**src/rtl/button_debouncer.sv**
```systemverilog
// Multi-channel push-button debouncer: polarity normalise, 2-flop sync, and a
// per-channel confirm FSM advanced only on the rising edge of the divider tick.

module button_debouncer_lane #(
    parameter int STABLE = 4
) (
    input  logic clk,
    input  logic rst,
    input  logic strobe,
    input  logic sample,
    output logic level,
    output logic press,
    output logic rls
);
    localparam int CW = $clog2(STABLE + 1);
    localparam logic [CW-1:0] STABLE_C = CW'(STABLE);

    typedef enum logic [1:0] {IDLE, CONFIRM_PRESS, HELD, CONFIRM_RELEASE} state_t;

    state_t          state, state_nx;
    logic [CW-1:0]   cnt, cnt_nx, cnt_inc;
    logic            press_nx, rls_nx;

    // Saturate so the counter can never wrap even if STABLE_C is never matched.
    assign cnt_inc = (cnt == STABLE_C) ? cnt : cnt + 1'b1;

    always_ff @(posedge clk or posedge rst) begin
        if (rst) begin
            state <= IDLE;
            cnt   <= '0;
            press <= 1'b0;
            rls   <= 1'b0;
            level <= 1'b0;
        end else begin
            state <= state_nx;
            cnt   <= cnt_nx;
            press <= press_nx;
            rls   <= rls_nx;
            level <= (state_nx == HELD) || (state_nx == CONFIRM_RELEASE);
        end
    end

    always_comb begin
        state_nx = state;
        cnt_nx   = cnt;
        press_nx = 1'b0;
        rls_nx   = 1'b0;
        if (strobe) begin
            case (state)
                IDLE: begin
                    if (sample) begin
                        if (STABLE == 1) begin
                            state_nx = HELD;
                            press_nx = 1'b1;
                            cnt_nx   = '0;
                        end else begin
                            state_nx = CONFIRM_PRESS;
                            cnt_nx   = CW'(1);
                        end
                    end else begin
                        cnt_nx = '0;
                    end
                end
                CONFIRM_PRESS: begin
                    if (!sample) begin
                        state_nx = IDLE;
                        cnt_nx   = '0;
                    end else if (cnt_inc == STABLE_C) begin
                        state_nx = HELD;
                        press_nx = 1'b1;
                        cnt_nx   = '0;
                    end else begin
                        cnt_nx = cnt_inc;
                    end
                end
                HELD: begin
                    if (!sample) begin
                        if (STABLE == 1) begin
                            state_nx = IDLE;
                            rls_nx   = 1'b1;
                            cnt_nx   = '0;
                        end else begin
                            state_nx = CONFIRM_RELEASE;
                            cnt_nx   = CW'(1);
                        end
                    end
                end
                CONFIRM_RELEASE: begin
                    if (sample) begin
                        state_nx = HELD;
                        cnt_nx   = '0;
                    end else if (cnt_inc == STABLE_C) begin
                        state_nx = IDLE;
                        rls_nx   = 1'b1;
                        cnt_nx   = '0;
                    end else begin
                        cnt_nx = cnt_inc;
                    end
                end
                default: begin
                    state_nx = IDLE;
                    cnt_nx   = '0;
                end
            endcase
        end
    end
endmodule

module button_debouncer #(
    parameter int N          = 4,
    parameter int STABLE     = 4,
    parameter int ACTIVE_LOW = 1
) (
    input  logic         clk_i,
    input  logic         rst_i,
    input  logic         tick_i,
    input  logic [N-1:0] btn_i,
    output logic [N-1:0] level_o,
    output logic [N-1:0] press_o,
    output logic [N-1:0] release_o
);
    localparam logic POL = (ACTIVE_LOW != 0);

    logic         tick_q, strobe;
    logic [N-1:0] norm, sync1, sync2;

    assign norm   = btn_i ^ {N{POL}};
    assign strobe = tick_i & ~tick_q;

    // Sync flops reset to "not pressed" so a held key must re-qualify after reset.
    always_ff @(posedge clk_i or posedge rst_i) begin
        if (rst_i) begin
            tick_q <= 1'b0;
            sync1  <= '0;
            sync2  <= '0;
        end else begin
            tick_q <= tick_i;
            sync1  <= norm;
            sync2  <= sync1;
        end
    end

    button_debouncer_lane #(.STABLE(STABLE)) u_lane [N-1:0] (
        .clk    (clk_i),
        .rst    (rst_i),
        .strobe (strobe),
        .sample (sync2),
        .level  (level_o),
        .press  (press_o),
        .rls    (release_o)
    );
endmodule

```
**config.mk**
```make
export PLATFORM = sky130hd
export DESIGN_NAME = button_debouncer
export DESIGN_NICKNAME = d
export VERILOG_FILES = /design/src/rtl/button_debouncer.sv
export SDC_FILE = /design/constraint.sdc
export NUM_CORES = 1
export LEC_CHECK = 0
export BUFFER_PORTS_ARGS = -buffer_cell sky130_fd_sc_hd__buf_2
export CAP_MARGIN = 30
export CORE_ASPECT_RATIO = 0.75
export CORE_UTILIZATION = 45
export DETAILED_ROUTE_END_ITERATION = 7
export GPL_ROUTABILITY_DRIVEN = 0
export PLACE_DENSITY_LB_ADDON = 0.1
export RECOVER_POWER = 25
export SLEW_MARGIN = 20
export SYNTH_ARGS = -nofsm -noshare
export SYNTH_HDL_FRONTEND = slang
export SYNTH_HIERARCHICAL = 1
export SYNTH_SLANG_ARGS = --single-unit
```
**constraint.sdc**
```tcl
create_clock -name clk_i -period 2.2 [get_ports clk_i]
set_input_delay 0.11 -clock clk_i [delete_from_list [all_inputs] [get_ports clk_i]]
set_output_delay 0.11 -clock clk_i [all_outputs]
set_load 0.05 [all_outputs]
```
==> results of run 1 <==
timing repair:
action / in CTS / in global routing
hold buffers: 6 / 0
setup endpoints to repair: 0 / 0
endpoints found under the hold margin: 46 / 0
cell type report:
| cell class | instances | share of cell area |
|---|---|---|
| clock buffers | 8 | 0.0324 |
| inverters | 21 | 0.0319 |
| multi-input cells | 133 | 0.414 |
| flip-flops and latches | 41 | 0.415 |
| well taps | 57 | 0.0288 |
| repair buffers | 30 | 0.0779 |
Yosys cell counts:
master / instances
o211ai_1: 4
xnor2_1: 8
nor2b_4: 1
a2111o_1: 4
nor3b_2: 4
a2111oi_4: 4
o21ai_0: 8
nand3b_1: 4
a21oi_2: 4
a31oi_1: 4
nand2b_1: 4
a21oi_1: 16
mux2_2: 8
o21a_1: 4
nand3_1: 8
nor3b_1: 8
nand2_1: 16
a211oi_1: 8
ha_1: 8
dfrtp_1: 41
nor2_1: 8
inv_1: 21
kinds of logic after synthesis:
| family | after synthesis | synth area share |
|---|---|---|
| compound gates | 56 | 0.214 |
| xor+xnor | 8 | 0.0329 |
| fa+ha+maj | 8 | 0.0470 |
| buf+inv | 21 | 0.0370 |
| flops | 41 | 0.482 |
| mux | 8 | 0.0423 |
| simple gates | 53 | 0.145 |
placed cells by master (no fill, tap or decap):
master / n
a21oi_1: 16
ha_1: 8
buf_2: 16
a2111o_1: 4
o211ai_1: 4
nand2_1: 16
dfrtp_1: 41
a2111oi_4: 4
nand3_1: 8
o21a_1: 4
xnor2_1: 8
nor2b_4: 1
nand3b_1: 4
clkbuf_8: 5
o21ai_0: 8
nand2b_1: 4
a21oi_2: 4
clkbuf_1: 5
dlygate4sd3_1: 6
nor2_1: 8
mux2_2: 8
nor3b_2: 4
a211oi_1: 8
nor3b_1: 8
inv_1: 21
buf_4: 6
a31oi_1: 4
per-layer routing:
metal / wire length, microns / share of wire / vias to the layer above / global-route usage
met3: 149 / 0.039 / 4 / 0.0504
met4: 31 / 0.0082 / 0 / 0.0536
met5: 0 / 0 / - / 0
li1: - / - / 770 / -
met1: 1880 / 0.50 / 766 / 0.226
met2: 1730 / 0.46 / 31 / 0.275
flip-flops by register name (all words and copies together) (netlist names):
name,flops
u_lane/press,4
tick_q,1
u_lane/level,4
u_lane/state,8
u_lane/rls,4
sync1,4
sync2,4
u_lane/cnt,12
power breakdown:
part           internal [mW]  switching (mW)
combinational          0.540           0.831
sequential             0.956           0.200
clock                  0.225           0.236
stage by stage:
stage / utilization / cell area (sq um)
detailed placement: 0.520 / 2340
finish: 0.551 / 2470
floorplan: - / 2130
global placement: 0.520 / 2340
global route: 0.551 / 2470
CTS: 0.551 / 2480
final timing paths:
| check | startpoint | endpoint | slack (ns) | cells after the start |
|---|---|---|---|---|
| min in group asynchronous | rst_i | u_lane[0]/state[0] | 0.37 | 3 |
| setup / recovery | u_lane[2]/cnt[0] | u_lane[2]/state[1] | 0.23 | 6 |
| setup reg to reg | u_lane[2]/cnt[0] | u_lane[2]/state[1] | 0.23 | 6 |
| max in group asynchronous | rst_i | u_lane[3]/level | 1.57 | 3 |
| hold / removal | sync1[3] | sync2[3] | 0.35 | 0 |
| hold reg to reg | sync1[3] | sync2[3] | 0.35 | 0 |
==> results.toml, run 1 <==
[outcome]
status = "completed"

[layout]
fillCellCount = 392
multi_input_area_sq_mm = 0.00102
antenna_cells = 0
drive_gt1_frac = 0.206
nets = 247
final_cells = 290
register_area_sq_mm = 0.00103
syn_to_final_growth_pct = 16.2

[yosys]
syn_area_sq_mm = 0.00213
synth.avg_cell_area_sq_um = 10.9
ys_ff_latch = 41
synth_area_leaders = "dfrtp_1, a2111oi_4, ha_1, mux2_2, a21oi_1"
post-synth-top-area-fraction = 0.482
syn_inst = 195
synth-warning-count = 6
ys_types = 22
synth-seq-area-share = 0.482
synth.largest_area_cell = "dfrtp_1"
synth_nets = 210

[worst_setup_path]
crit_chain = "inv_1 > ha_1 > nor3b_2 > a21oi_2 > a2111oi_4 > mux2_2"
path_delay_family = "compound AO/OA/AOI/OAI gates"
end_kind = "flip-flop"
path_class = "reg -> reg"
crit_arrival_ns = 2.14
cp_slowest_cell = "a2111oi_4"
critPathRequiredTime_ns = 2.37
cp-start-kind = "flip-flop"
crit_path_max_fanout = 5
max_stage_delay_ns = 0.44
path_buf_inv = 1

[pwr]
vdd_drop_max_mv = 0.591
p_leak_nw = 1.05
power_density_mw_per_mm2 = 1210
power_mw = 2.99

[sta]
rsz0062_at_grt = "no"
finalClockSkew_ns = 0.00788
finalMaxSlewViolations = 0
period_share = 0.896
setup-tns-final_ns = 0
relSlewSlack = 0.757
hold_viol_final = 0
worst_slew_pin_slew_ns = 0.365
whs_ns = 0.350
fmax_mhz = 507
setup_viol = 0
setup_ws_ns = 0.228
min_period_ns = 1.97

[drt]
avgViaCountPerCell = 5.42
vias = 1571
routed_wl_microns = 3790
ant_nets = 0
firstDrtPassIters = 4
drt_iter0_drc = 91
wl_per_cell_microns = 13.1
drc_errors = 0

[cts]
clkSlewWorstSetupHoldPaths_ns = 0.07
clock_tree.root_cell = "clkbuf_8"
cts.sinks = 41
clock_latency_ns = 0.28
cts.repair.resized = 0
cts_tree = "done"
cts_buffers = 5
post-cts-setup-buffers = 0
h-tree-depth = 2
cts.path.max_buffers = 2

[placed_design]
dp.cells = 276
place_hpwl_microns = 2810
post-place-ws_ns = 0.263
portBuffers = 18

[grt]
grt_start_max_net_pins = 15
antenna_found_initial = 0
grt.total_usage = 0.172
grt_pass1_wl_microns = 6430
first_global_vias = 1447
overflow = 0

[floorplan]
core_area_sq_mm = 0.00449
pin_count = 19
chipHeight_microns = 61.6
die_w_microns = 81.4
row_count = 21
dieArea_sq_mm = 0.00501
start_util = 0.474

[flow_run]
cap_violations = 0

[hold_path]
min_path_type = "reg -> reg"
(Power assumes the default switching activity.)
==> inputs of run 2 (changes only) <==
- CORE_ASPECT_RATIO: 0.75 -> 1.1
- CTS_CLUSTER_SIZE: not set -> 28
==> run 2 against run 1 <==
Compared with the run above: setup slack improved by 0.030 ns; non-clock buffer count is the same; highest routed layer unchanged; routed wire length up 5.3%; flip-flop and latch count is the same; critical path depth did not move; largest power group unchanged.
==> results.toml, run 2 (same netlist as run 1, synthesis figures left out) <==
[sta]
relSlewSlack = 0.755
fmax_mhz = 515
setup_viol = 0
setup_ws_ns = 0.258
finalClockSkew_ns = 0.00773
setup-tns-final_ns = 0
hold_viol_final = 0
worst_slew_pin_slew_ns = 0.367
finalMaxSlewViolations = 0
rsz0062_at_grt = "no"
period_share = 0.883
min_period_ns = 1.94

[cts]
h-tree-depth = 2
clock_tree.root_cell = "clkbuf_8"
clkSlewWorstSetupHoldPaths_ns = 0.08
cts.path.max_buffers = 2
cts_tree = "done"
cts.sinks = 41
cts_buffers = 5
clock_latency_ns = 0.29

[flow_run]
cap_violations = 0

[layout]
fin_area_sq_mm = 0.00251
fillCellCount = 389
final_cell_mix = "dfrtp_1, inv_1, nand2_1, a21oi_1, buf_2"
reg_top3 = "u_lane/cnt x12, u_lane/state x8"
largest_register_ffs = 12
drive_gt1_frac = 0.215
largest-register = "u_lane/cnt"
layout_commonest_cell = "dfrtp_1"
nets = 247
syn_to_final_growth_pct = 17.8
antenna_cells = 0

[pwr]
p_leak_nw = 1.06
vdd_drop_max_mv = 0.678
power_density_mw_per_mm2 = 1260

[placed_design]
post-place-ws_ns = 0.265
portBuffers = 18
place_area_sq_mm = 0.00233
place_hpwl_microns = 2940

[worst_setup_path]
end_kind = "flip-flop"
crit_arrival_ns = 2.12
path_class = "in -> reg"
critPathRequiredTime_ns = 2.38
cp-start-kind = "input pin"
crit_path_max_fanout = 16

[drt]
vias = 1578
drt_iter0_drc = 71
routed_wl_microns = 3990
wl_per_cell_microns = 13.9
ant_nets = 0
avgViaCountPerCell = 5.50
drc_errors = 0
firstDrtPassIters = 5

[grt]
antenna_found_initial = 0
grt_start_max_net_pins = 17
first_global_vias = 1624
grt.total_usage = 0.192
grt_pass1_wl_microns = 7100
overflow = 0

[outcome]
status = "completed"

[floorplan]
core_area_sq_mm = 0.00441
die_w_microns = 67.6
row_count = 25
dieArea_sq_mm = 0.00501
pin_count = 19
start_util = 0.483
chipHeight_microns = 74.2

[hold_path]
min_path_type = "reg -> reg"
==> run 2: cell types whose count changed in the layout (fill, tap and decap cells not counted) <==
cell        change
buf_2           -1
bufinv_16       +1
clkbuf_1        -2
clkbuf_8        +1
clkinvlp_4      +1
==> run 2: final cells by class <==
class | instances | area [sq um] | share of cell area
Clock buffer | 6 | 82.6 | 0.0329
Clock inverter | 2 | 37.5 | 0.0150
Inverter | 21 | 78.8 | 0.0314
Multi-Input combinational cell | 133 | 1020 | 0.408
Sequential cell | 41 | 1030 | 0.409
Tap cell | 54 | 67.6 | 0.0269
Timing Repair Buffer | 30 | 191 | 0.0763
==> run 2: layer usage <==
| layer | global-route usage | vias up | wire, microns |
|---|---|---|---|
| met5 | 0 | - | 0 |
| met1 | 0.225 | 770 | 1780 |
| li1 | - | 774 | - |
| met3 | 0.0368 | 4 | 123 |
| met2 | 0.333 | 30 | 2050 |
| met4 | 0.0898 | 0 | 36 |
==> run 2: final timing paths <==
path,to,slack [ns],startpoint,cells past startpoint
hold / removal,sync2[1],0.35,sync1[1],0
setup reg to reg,u_lane[3]/state[1],0.26,u_lane[3]/cnt[0],6
hold reg to reg,sync2[1],0.35,sync1[1],0
max in group asynchronous,sync1[3],1.54,rst_i,3
setup / recovery,u_lane[3]/state[1],0.26,tick_i,6
min in group asynchronous,u_lane[2]/cnt[2],0.40,rst_i,3
==> run 2: per-stage QoR <==
step,util,power (mW),std cells,hold slack (ns)
after detailed placement,0.529,2.54,273,0.134
after CTS,0.570,3.20,287,0.355
after global placement,0.529,2.48,273,0.119
final,0.569,3.16,287,0.351
after floorplan,-,2.21,195,-0.0743
after global routing,0.569,3.40,287,0.362
==> run 2: where the power goes <==
part           switching (mW)  leakage (nW)  internal, mW  total, mW
sequential              0.194         0.518         0.955       1.15
clock                   0.264        0.0574         0.369      0.633
combinational           0.840         0.486         0.541       1.38
==> run 2: critical path: stages <==
cell and delay [ns]:
dlygate4sd3_1 0.52, clkbuf_1 0.13, nor2b_4 0.38, nand2_1 0.21, a2111oi_4 0.39, mux2_2 0.37
==> run 2: what timing repair did <==
item	4_1_cts	5_1_grt
hold endpoints to repair	46	0
gates resized for setup	0	0
hold buffers	6	0
setup buffers	0	0
==> inputs of run 3 (changes only) <==
- ABC_CLOCK_PERIOD_IN_PS: not set -> 2200
- CORE_ASPECT_RATIO: 1.1 -> not set
==> run 3 against run 2 <==
Compared with the run above: flip-flop and latch count unchanged; largest power group unchanged; setup slack got worse by 0.043 ns; clock power is 26% lower; register-to-register slack worse by 0.04 ns.
==> results.toml, run 3 (same netlist as run 1, synthesis figures left out) <==
[worst_setup_path]
crit_arrival_ns = 2.16
path_class = "reg -> reg"
critPathRequiredTime_ns = 2.37
cp-start-kind = "flip-flop"
r2r_setup_slack_ns = 0.22
end_kind = "flip-flop"
crit_path_max_fanout = 6

[cts]
cts_tree = "done"
post-cts-setup-buffers = 0
cts.sinks = 41
cts.path.max_buffers = 2
cts_buffers = 5
cts.repair.resized = 0
clock_latency_ns = 0.28
h-tree-depth = 2
clock_tree.root_cell = "clkbuf_8"
clkSlewWorstSetupHoldPaths_ns = 0.08
cts_hold_buf = 6

[sta]
relSlewSlack = 0.771
hold_viol_final = 0
min_period_ns = 1.98
rsz0062_at_grt = "no"
setup-tns-final_ns = 0
period_share = 0.902
setup_viol = 0
fmax_mhz = 504
finalClockSkew_ns = 0.00482
worst_slew_pin_slew_ns = 0.343
finalMaxSlewViolations = 0
whs_ns = 0.357

[grt]
overflow = 0
grt.total_usage = 0.170
grt_start_max_net_pins = 14
first_global_vias = 1553
grt_pass1_wl_microns = 6670
antenna_found_initial = 0

[drt]
drc_errors = 0
avgViaCountPerCell = 5.47
routed_wl_microns = 3890
ant_nets = 0
vias = 1560
drt_iter0_drc = 83
wl_per_cell_microns = 13.6
firstDrtPassIters = 6

[flow_run]
cap_violations = 0

[floorplan]
core_area_sq_mm = 0.00444
pin_count = 19
dieArea_sq_mm = 0.00501
chipHeight_microns = 70.8
start_util = 0.479
row_count = 24
die_w_microns = 70.8

[placed_design]
portBuffers = 18
place_hpwl_microns = 2890

[layout]
nets = 247
reg_top3 = "u_lane/cnt x12, u_lane/state x8"
final_cell_mix = "dfrtp_1, inv_1, buf_2, nand2_1, a21oi_1"
drive_gt1_frac = 0.215
layout_commonest_cell = "dfrtp_1"
largest-register = "u_lane/cnt"
largest_register_ffs = 12
antenna_cells = 0
final_core_util = 0.556
syn_to_final_growth_pct = 16.0

[hold_path]
min_path_type = "reg -> reg"

[pwr]
p_leak_nw = 1.05
power_density_mw_per_mm2 = 1220
vdd_drop_max_mv = 0.583

[outcome]
status = "completed"
==> run 3: changes by cell type in the layout (fill, tap and decap cells not counted), sizes merged <==
cell	delta
bufinv	-1
clkbuf	-1
buf	+1
clkinv	+2
clkinvlp	-1
==> run 3: per-stage QoR <==
stage	total power, mW	area [sq um]	setup slack, ns	cells
after global routing	3.22	2470	0.113	285
after CTS	3.03	2470	0.218	285
after detailed placement	2.53	2330	0.231	271
final	3.00	2470	0.215	285
after floorplan	2.21	2130	0.236	195
after global placement	2.47	2330	0.298	271
==> run 3: final cells by class <==
cell class | count | area (sq um)
clock inverter | 2 | 10.0
inverter | 21 | 78.8
clock buffer | 6 | 72.6
sequential | 41 | 1030
fill | 379 | 1970
timing repair buffer | 30 | 193
tap | 52 | 65.1
multi-input combinational | 133 | 1020
==> run 3: worst paths after layout <==
kind / from / end / cells after the start
worst max-delay path: u_lane[2]/cnt[0] / u_lane[2]/level / 6
worst min-delay path: sync1[2] / sync2[2] / 0
worst max register to register: u_lane[2]/cnt[0] / u_lane[2]/level / 6
worst min register to register: sync1[2] / sync2[2] / 0
max in group asynchronous: rst_i / u_lane[1]/rls / 3
min in group asynchronous: rst_i / u_lane[3]/cnt[0] / 3
==> run 3: report_power, final <==
part / internal, mW / switching (mW) / leakage (nW)
clock network: 0.220 / 0.246 / 0.0450
logic: 0.541 / 0.834 / 0.489
registers: 0.956 / 0.208 / 0.518
total: 1.72 / 1.29 / 1.05
==> run 3: routing by layer <==
metal  wire length [microns]  global-route usage
met1                    1780               0.195
met2                    1910               0.301
met3                     149              0.0442
met4                      44              0.0667
met5                       0                   0
==> run 3: critical path: stages, from the launching register on <==
cell       delay (ns)
dfrtp_1          0.44
inv_1            0.10
ha_1             0.26
nor3b_2          0.22
a21oi_2          0.07
a2111oi_4        0.41
mux2_2           0.38
